`src/rtl/keypad_entry_if.sv`:
```
// keypad_entry_if: keypad-to-timer digit-load bus
// Signals: keys/clear_key raw keypad (async), lock timer-running (sync),
//   data BCD digit, loadn load strobe, tclrn clear strobe, digits count, key_err multi-key pulse
// master: keypad/timer side driving keys and lock; slave: keypad_entry
interface keypad_entry_if;
  logic [9:0] keys;
  logic       clear_key;
  logic       lock;
  logic [3:0] data;
  logic       loadn;
  logic       tclrn;
  logic [1:0] digits;
  logic       key_err;
  modport master (
    output keys, clear_key, lock,
    input  data, loadn, tclrn, digits, key_err
  );
  modport slave (
    input  keys, clear_key, lock,
    output data, loadn, tclrn, digits, key_err
  );
endinterface

```
`src/rtl/keypad_entry.sv`:
```
// keypad_entry: synchronizes, debounces and validates keypad presses into BCD digit loads for the timer
// Ports: clk rising-edge clock; clrn async active-low reset;
//   bus (keypad_entry_if.slave): keys/clear_key raw inputs, lock sync input,
//   data/loadn/tclrn/digits/key_err registered outputs
module keypad_entry #(
  parameter int DEBOUNCE_CYCLES = 4,
  parameter int MAX_DIGITS      = 3
) (
  input logic           clk,
  input logic           clrn,
  keypad_entry_if.slave bus
);
  typedef enum logic [1:0] {IDLE, PRESS, LOAD, RELEASE} state_t;
  localparam logic [3:0] NONE    = 4'hF;
  localparam logic [3:0] MULTI   = 4'hE;
  localparam logic [7:0] DB_MAX  = 8'(DEBOUNCE_CYCLES);
  localparam logic [7:0] DB_LAST = 8'(DEBOUNCE_CYCLES - 1);
  localparam logic [1:0] MAXD    = 2'(MAX_DIGITS);
  logic [9:0] r_k1, r_k2;
  logic       r_c1, r_c2, r_c3, r_cedge;
  logic [3:0] r_prev;
  logic [7:0] r_cnt;
  state_t     r_state;
  logic [3:0] r_data;
  logic [1:0] r_digits;
  logic       r_loadn, r_tclrn, r_key_err;
  logic [3:0] w_code, w_enc;
  logic       w_multi, w_stable, w_sat, w_clr, w_load, w_err;
  always_comb begin
    w_code = 4'd0;
    for (int i = 0; i < 10; i++) if (r_k2[i]) w_code = 4'(i);
  end
  // clearing the lowest set bit leaves something only when two or more keys are down
  assign w_multi  = |(r_k2 & (r_k2 - 10'd1));
  assign w_enc    = ~|r_k2 ? NONE : w_multi ? MULTI : w_code;
  // true on the edge where the counter reaches DEBOUNCE_CYCLES (or is already there)
  assign w_stable = (w_enc == r_prev) && (r_cnt >= DB_LAST);
  assign w_clr    = r_cedge & ~bus.lock;
  assign w_sat    = (r_state == PRESS) && (w_enc != NONE) && w_stable;
  // a clear in the saturation cycle discards the press entirely
  assign w_err    = w_sat & ~w_clr & (w_enc == MULTI);
  assign w_load   = w_sat & ~w_clr & (w_enc != MULTI) & ~bus.lock & (r_digits < MAXD);
  always_ff @(posedge clk or negedge clrn)
    if (!clrn) begin
      r_k1    <= '0;
      r_k2    <= '0;
      r_c1    <= 1'b0;
      r_c2    <= 1'b0;
      r_c3    <= 1'b0;
      r_cedge <= 1'b0;
      r_prev  <= NONE;
      r_cnt   <= '0;
    end else begin
      r_k1    <= bus.keys;
      r_k2    <= r_k1;
      r_c1    <= bus.clear_key;
      r_c2    <= r_c1;
      r_c3    <= r_c2;
      r_cedge <= r_c2 & ~r_c3;
      r_prev  <= w_enc;
      r_cnt   <= (w_enc != r_prev) ? 8'd0 : (r_cnt < DB_MAX) ? r_cnt + 8'd1 : r_cnt;
    end
  always_ff @(posedge clk or negedge clrn)
    if (!clrn) begin
      r_state   <= IDLE;
      r_data    <= 4'd0;
      r_digits  <= 2'd0;
      r_loadn   <= 1'b1;
      r_tclrn   <= 1'b1;
      r_key_err <= 1'b0;
    end else begin
      case (r_state)
        IDLE:    r_state <= (w_enc != NONE) ? PRESS : IDLE;
        PRESS:   r_state <= (w_enc == NONE) ? IDLE : w_load ? LOAD : w_stable ? RELEASE : PRESS;
        LOAD:    r_state <= RELEASE;
        RELEASE: r_state <= (w_enc == NONE && w_stable) ? IDLE : RELEASE;
      endcase
      r_loadn   <= ~w_load;
      r_tclrn   <= ~w_clr;
      r_key_err <= w_err;
      // a clear landing on the LOAD cycle zeroes the count after the increment
      r_data    <= w_clr ? 4'd0 : w_load ? w_enc : r_data;
      r_digits  <= w_clr ? 2'd0 : w_load ? r_digits + 2'd1 : r_digits;
    end
  assign bus.data    = r_data;
  assign bus.loadn   = r_loadn;
  assign bus.tclrn   = r_tclrn;
  assign bus.digits  = r_digits;
  assign bus.key_err = r_key_err;
endmodule
```
`src/flat_wrapper.sv`:
```
// flat-port wrapper written by rule: the top's interface ports become plain ports
module keypad_entry_flat 
#(
  parameter int DEBOUNCE_CYCLES = 4,
  parameter int MAX_DIGITS      = 3
)
  (clk, clrn, bus_keys, bus_clear_key, bus_lock, bus_data, bus_loadn, bus_tclrn, bus_digits, bus_key_err);
  keypad_entry_if bus_i ();
  input logic clk;
  input logic clrn;
  input wire logic [$bits(bus_i.keys)-1:0] bus_keys;
  input wire logic [$bits(bus_i.clear_key)-1:0] bus_clear_key;
  input wire logic [$bits(bus_i.lock)-1:0] bus_lock;
  output wire logic [$bits(bus_i.data)-1:0] bus_data;
  output wire logic [$bits(bus_i.loadn)-1:0] bus_loadn;
  output wire logic [$bits(bus_i.tclrn)-1:0] bus_tclrn;
  output wire logic [$bits(bus_i.digits)-1:0] bus_digits;
  output wire logic [$bits(bus_i.key_err)-1:0] bus_key_err;
  assign bus_i.keys = bus_keys;
  assign bus_i.clear_key = bus_clear_key;
  assign bus_i.lock = bus_lock;
  assign bus_data = bus_i.data;
  assign bus_loadn = bus_i.loadn;
  assign bus_tclrn = bus_i.tclrn;
  assign bus_digits = bus_i.digits;
  assign bus_key_err = bus_i.key_err;
  keypad_entry #(.DEBOUNCE_CYCLES(DEBOUNCE_CYCLES), .MAX_DIGITS(MAX_DIGITS)) u_core (.clk(clk), .clrn(clrn), .bus(bus_i));
endmodule
```
`config.mk`:
```
export PLATFORM = sky130hd
export DESIGN_NAME = keypad_entry_flat
export DESIGN_NICKNAME = d
export VERILOG_FILES = /design/src/rtl/keypad_entry_if.sv /design/src/rtl/keypad_entry.sv /design/src/flat_wrapper.sv
export SDC_FILE = /design/constraint.sdc
export NUM_CORES = 1
export LEC_CHECK = 0
export BUFFER_PORTS_ARGS = -buffer_cell sky130_fd_sc_hd__buf_2
export CAP_MARGIN = 25
export CORE_MARGIN = 5
export CORE_UTILIZATION = 45
export CTS_BUF_LIST = sky130_fd_sc_hd__clkbuf_4 sky130_fd_sc_hd__clkbuf_8
export CTS_CLUSTER_SIZE = 30
export DETAILED_ROUTE_END_ITERATION = 10
export PLACE_DENSITY = 0.65
export SYNTH_ARGS = -nofsm -noshare
export SYNTH_HDL_FRONTEND = slang
export SYNTH_SLANG_ARGS = --single-unit
```
`constraint.sdc`:
```
create_clock -name clk -period 3.9 [get_ports clk]
set_input_delay 0.78 -clock clk [delete_from_list [all_inputs] [get_ports clk]]
set_output_delay 0.78 -clock clk [all_outputs]
set_load 0.01 [all_outputs]
```
* Word level (Yosys, flattened, before mapping)
Cells that the tools add are included.
Word-level totals: logic and storage cells 73, output and inout port bits 9, input port bits 14, register bits after elaboration 47
Cells by class: add/subtract/negate cells 3, muxes and demuxes 23, bitwise gates (word level) 12, reductions and logical operators 9, $lt $le $gt $ge 3, equal/unequal tests 9
Operators by type and width (count):
- 4-bit 2-to-1 mux | 12
- 10-bit OR reduction | 2
- 8-bit 2-to-1 mux | 2
- 2-bit 2-to-1 mux | 6
- 10-bit bitwise AND | 1
- 10-bit by 1-bit subtractor with 10-bit output, second input constant | 1
- 8-bit by 1-bit adder with 8-bit output, second input constant | 1
- 4-bit equality test, second input constant | 2
- 8-bit by 2-bit greater-or-equal comparator with 1-bit output, second input constant | 1
- 8-bit by 3-bit less-than comparator with 1-bit output, second input constant | 1
- 4-bit inequality test, second input constant | 2
- 2-bit case mux with 4 select lines | 1
- 1-bit bitwise AND | 7
- 2-bit equality test, second input constant | 2
- 4-bit equality test | 1
- 1-bit logical AND | 4
- 4-bit inequality test | 1
- 1-bit NOT | 4
- 2-bit nonzero test | 2
- 2-bit by 1-bit adder with 2-bit output, second input constant | 1
- 2-bit by 1-bit equality test with 1-bit output, second input constant | 1
- 2-bit logical NOT | 1
- 2-bit less-than comparator, second input constant | 1
- 1-bit 2-to-1 mux | 2

* Logic depth before layout (Yosys ltp)
depth in word-level cells 21, depth in mapped cells 9

* Worst setup path before layout
Ideal clock, no wire load.
path kind register to register, start reg u_core.r_k2[1], end reg u_core.r_state[1], period minus slack after synthesis 2476 ps, stages on the path, launching flop included 8, path slack 1424 ps, arrival 2351 ps, buffers on the path 0, path through dfrtp_1 -> or4_4 -> a2111oi_4 -> o32ai_1 -> a211oi_4 -> a31o_4 -> nand3b_4 -> mux2_4
Between the ends: longest elaborated chain between the ends 21, elaborated cells between the ends (all ways) 32
Ends and longest elaborated chain:
- start, declared | RTL line keypad_entry.sv:19 | logic [9:0] r_k1, r_k2;
- start signal, assigned | RTL line keypad_entry.sv:55 | r_k2 <= r_k1;
- parallel branches: the longest is 10 deep, another holds 10-bit by 1-bit subtractor with 10-bit output
- 4-bit 2-to-1 mux (*) | RTL line keypad_entry.sv:35 | assign w_enc = ~|r_k2 ? NONE : w_multi ? MULTI : w_code;
- 4-bit inequality test / 4-bit equality test (equally long branches) | RTL line keypad_entry.sv:39, keypad_entry.sv:37
- 1-bit logical AND, on equally long branches | RTL line keypad_entry.sv:39, keypad_entry.sv:37
- 1-bit logical AND | RTL line keypad_entry.sv:39 | assign w_sat = (r_state == PRESS) && (w_enc != NONE) && w_stable;
- 1-bit bitwise AND (4 in a row) | RTL line keypad_entry.sv:42 | assign w_load = w_sat & ~w_clr & (w_enc != MULTI) & ~bus.lock & (r_digits < MAXD);
- 2-bit 2-to-1 mux (2 in a row) | RTL line keypad_entry.sv:74 | PRESS: r_state <= (w_enc == NONE) ? IDLE : w_load ? LOAD : w_stable ? RELEASE : PRESS;
- 2-bit case mux with 4 select lines (*) | RTL line keypad_entry.sv:72 | case (r_state)
- end signal, assigned | RTL line keypad_entry.sv:73 | IDLE: r_state <= (w_enc != NONE) ? PRESS : IDLE;
- end signal, assigned | RTL line keypad_entry.sv:74
- end signal, assigned | RTL line keypad_entry.sv:76 | RELEASE: r_state <= (w_enc == NONE && w_stable) ? IDLE : RELEASE;
- end, declared | RTL line keypad_entry.sv:23 | state_t r_state;
Mark *: on every way between the ends. A chain may end at the register's enable or synchronous reset.

* Worst setup path in the final report
start reg u_core.r_k2[1], end reg u_core.r_data[0], in the netlist u_core.bus.data[0]
Between the ends: longest elaborated chain between the ends 19, elaborated cells between the ends (all ways) 28
Ends and longest elaborated chain:
- parallel branches: the longest is 10 deep, another holds 10-bit by 1-bit subtractor with 10-bit output
- 4-bit 2-to-1 mux (*) | RTL line keypad_entry.sv:35
- 4-bit inequality test / 4-bit equality test (equally long branches) | RTL line keypad_entry.sv:39, keypad_entry.sv:37
- 1-bit logical AND, on equally long branches | RTL line keypad_entry.sv:39, keypad_entry.sv:37
- 1-bit logical AND | RTL line keypad_entry.sv:39
- 1-bit bitwise AND (4 in a row) | RTL line keypad_entry.sv:42
- 2-bit nonzero test (no line)
- end signal, assigned | RTL line keypad_entry.sv:82 | r_data <= w_clr ? 4'd0 : w_load ? w_enc : r_data;
- end, declared | RTL line keypad_entry.sv:24 | logic [3:0] r_data;
Mark *: on every way between the ends. The select of a mux whose other input is x is not followed.

==> out/qor.txt <==
======================================================================================
Result of the run                                                            completed
Clock buffer count from CTS                                                          5
TritonCTS sink count                                                                47
Initial Util                                                                     45.9%
Met2 wirelength from detailed routing                                          1.74 mm
Maximum number of pins on one net before global-route repair                        48
Post-route DRC violation count                                                       0
End of the worst register-to-register path                                u_core.bus.data[0]
Drt total wl                                                                   3.64 mm
Path type of the worst min-delay path                                      in -> async
Largest fanout on the critical path                                                  7
Worst-Skew Late Latency                                                        0.30 ns
Syn Std Cell Area                                                            1970 um^2
CTS max path bufs                                                                    2
Net count after synthesis                                                          177
Final critical delay including setup and external delays                       2.66 ns
Data arrival time of the critical path                                         2.85 ns
Synth Register Bits                                                                 47
Compound-gate portion of the synthesized area                                    15.4%
Main flop type after synthesis                                            sky130_fd_sc_hd__dfrtp_1
Power Dens Cells                                                           424 nW/um^2
Worst R2R Setup Slack                                                          1.24 ns
Area Overhead vs Synth                                                           13.3%
Main combinational cell family by area after synthesis                    simple AND/OR/NAND/NOR gates
Length of the first detailed-routing pass in iterations                              4
H-tree lvl count                                                                     2
Cts-stage hold buffer count                                                          0
Clock slew at the register clock pins of the worst setup and hold paths        0.09 ns
Number of global-route vias before repair                                         1391
Top Ports                                                                           23
Total power                                                                   0.949 mW
Fraction of layout cells with a size suffix above 1                              26.1%
CP Cell Sequence                                                          or4_4, a2111oi_4, o32ai_1, a211oi_4, and3_1, and2_4, o21ai_0
Max-cap violations                                                                   0
RSZ-0062 raised after global routing                                                no
Number of enable flip-flop cells after synthesis                                     0
Detailed-placement wirelength estimate                                         2.65 mm
Die Y                                                                          76.2 um
Total met3 wirelength after detailed routing                                     93 um
F_max                                                                          376 MHz
Total Negative Setup Slacks                                                       0 ns
Post-route ant nets                                                                  0
Average cell area after synthesis                                            12.3 um^2
Req. time, crit path                                                           4.09 ns
Portion of the post-synthesis area used by sequential elements                   60.0%
Setup bufs post-CTS                                                                  0
Final-report hold violation count                                                    0
Share of cell area taken by muxes after synthesis                                1.78%
# nets final                                                                       203
Starting DRT DRC Count                                                             144
Slew at the pin closest to its max-slew limit                                 0.582 ns
Skew final                                                                   0.0131 ns
Unique masters post-synth                                                           53
Via total after detailed routing                                                  1316
Cell with the largest stage delay on the worst path                       sky130_fd_sc_hd__or4_4
Synth Area in XOR/XNOR                                                          0.888%
Slowest stage delay, CP                                                        0.60 ns
Global-route wire length before repair                                         6.51 mm
Most used cells in the layout excluding fill and tap cells                41 x sky130_fd_sc_hd__dfrtp_1, 22 x sky130_fd_sc_hd__buf_2, 12 x sky130_fd_sc_hd__nor2_1
All-layer global routing usage                                                   14.0%
Worst reg2reg path depth                                                             7
Mapped Cells                                                                       161
Met1 wire length                                                               1.72 mm
Core occupancy in the finished layout                                            52.1%
Die Span X                                                                     76.2 um
Lkg Pwr                                                                       0.998 nW
# setup viols final                                                                  0
Vias per Instance                                                                 5.48
TritonCTS clock tree                                                               yes
Worst slew slack as a fraction of its limit                                      60.2%
Leading cell type in the layout, fill and taps excluded                   sky130_fd_sc_hd__dfrtp_1
Peak supply drop                                                              0.229 mV
Last weighted congestion value of the routability-driven placer                  0.897
Fraction of registers with async set/reset                                        100%
Startpoint-to-endpoint class of the critical path                           reg -> reg
CTS root buffer                                                           sky130_fd_sc_hd__clkbuf_8
Minimum setup slack in the final design                                        1.24 ns
Worst flop-to-flop path startpoint                                        u_core.r_k2[1]
Adder and majority cell fraction of the synthesized area                         1.78%
Count of buffers inserted at the top-level ports                                    22
Total count of max-transition violations in the final report                         0
Startpoint Class                                                              register
Antenna diode count                                                                  0
Number of antenna violations at the first check in global routing                    0
Number of warning messages in the yosys log                                          0
Site row count                                                                      24
Uppermost layer routed                                                            met4
Die area                                                                     5810 um^2
Period Utilization, post-route                                                   68.2%
Type of destination of the critical path                                      register
Core region area                                                             4290 um^2
Worst setup slack before clock tree synthesis                                  1.23 ns
Routed length per placed instance                                              15.2 um
Leftover overflow at the end of global routing                                       0
Synth Area in Simple Gates                                                       18.1%
Resized Gates After CTS                                                              0
======================================================================================
## metrics by stage
step,instance area [um^2],cells,hold WS [ns]
2_1_floorplan,1970,161,0.331
3_3_place_gp,2130,231,0.336
3_5_place_dp,2130,231,0.336
4_1_cts,2220,239,0.353
5_1_grt,2240,240,0.310
6_report,2240,240,0.316
## sequential cells by signal (all words and copies together) (netlist names)
register,cells
u_core.bus.data,4
u_core.r_k1,10
u_core.r_c1,1
u_core.r_cnt,8
u_core.r_state,2
u_core.bus.loadn,1
u_core.r_cedge,1
u_core.bus.digits,2
u_core.bus.tclrn,1
u_core.r_k2,10
u_core.r_prev,4
u_core.r_c2,1
u_core.bus.key_err,1
u_core.r_c3,1
## per-layer routing
metal  vias to the layer above  track usage (%)
met5                         -                0
met4                         0             6.82
met3                         7             3.66
met2                        13             21.6
met1                       660             18.4
li1                        636                -
## cell families (layout without fill, tap and decap cells)
logic type | after synthesis | in the layout
AND/OR/NAND/NOR | 61 | 61
adder cells (fa/ha/maj) | 3 | 3
flip-flops | 47 | 47
AO/OA/AOI/OAI | 36 | 36
multiplexers | 3 | 3
XOR/XNOR | 2 | 2
buffers and inverters | 9 | 36
## layout make-up
type / count / area, um^2
clock buffers: 7 / 83.8
clock inverters: 1 / 5.00
fillers: 395 / 2060
inverters: 5 / 18.8
multi-input cells: 105 / 749
flip-flops and latches: 47 / 1180
well taps: 52 / 65.1
repair buffers: 23 / 130
## worst max-delay path by stage
stage	cells past startpoint	end	slack [ns]	from
3_3_place_gp	7	u_core.r_state[1]	1.34	u_core.r_k2[1]
5_1_grt	7	u_core.r_cnt[2]	1.04	u_core.r_k2[1]
3_5_place_dp	7	u_core.bus.data[0]	1.23	u_core.r_k2[1]
2_1_floorplan	7	u_core.r_state[1]	1.42	u_core.r_k2[1]
4_1_cts	7	u_core.bus.data[0]	1.24	u_core.r_k2[1]
6_report	7	u_core.bus.data[0]	1.24	u_core.r_k2[1]
## worst max-delay path, delay by kind of cell (launching register included)
kind             cells  cell delay [ns]
flip-flops           1             0.44
AND/OR/NAND/NOR      3             1.16
AO/OA/AOI/OAI        4             0.97
## cell usage after synthesis (all sizes together) (2+ instances only)
master   count  share of area (%)
o31ai        2               0.76
nor2b        2               0.63
a21oi        5                1.5
a221o        2                1.0
dfstp        6                8.0
nor3         3               0.76
or4          2               0.95
nand3        9                2.3
inv          5               0.95
nand3b       2                1.4
nor2        12                2.3
nand2       12                2.4
ha           2                1.3
a211oi       2                1.4
o31a         4                1.8
nand2b       2               0.63
dfrtp       41                 52
and2         6                2.0
buf          3               0.89
a2111oi      2                1.8
o21ai        8                2.0
and3         3               0.95
nor4         4                1.3
mux2i        2                1.0
## where the power goes
group / switching, mW / internal [mW]
logic: 0.0644 / 0.0532
registers: 0.0240 / 0.518
clock network: 0.150 / 0.140
Note: power is estimated with default switching activity, not from simulation.
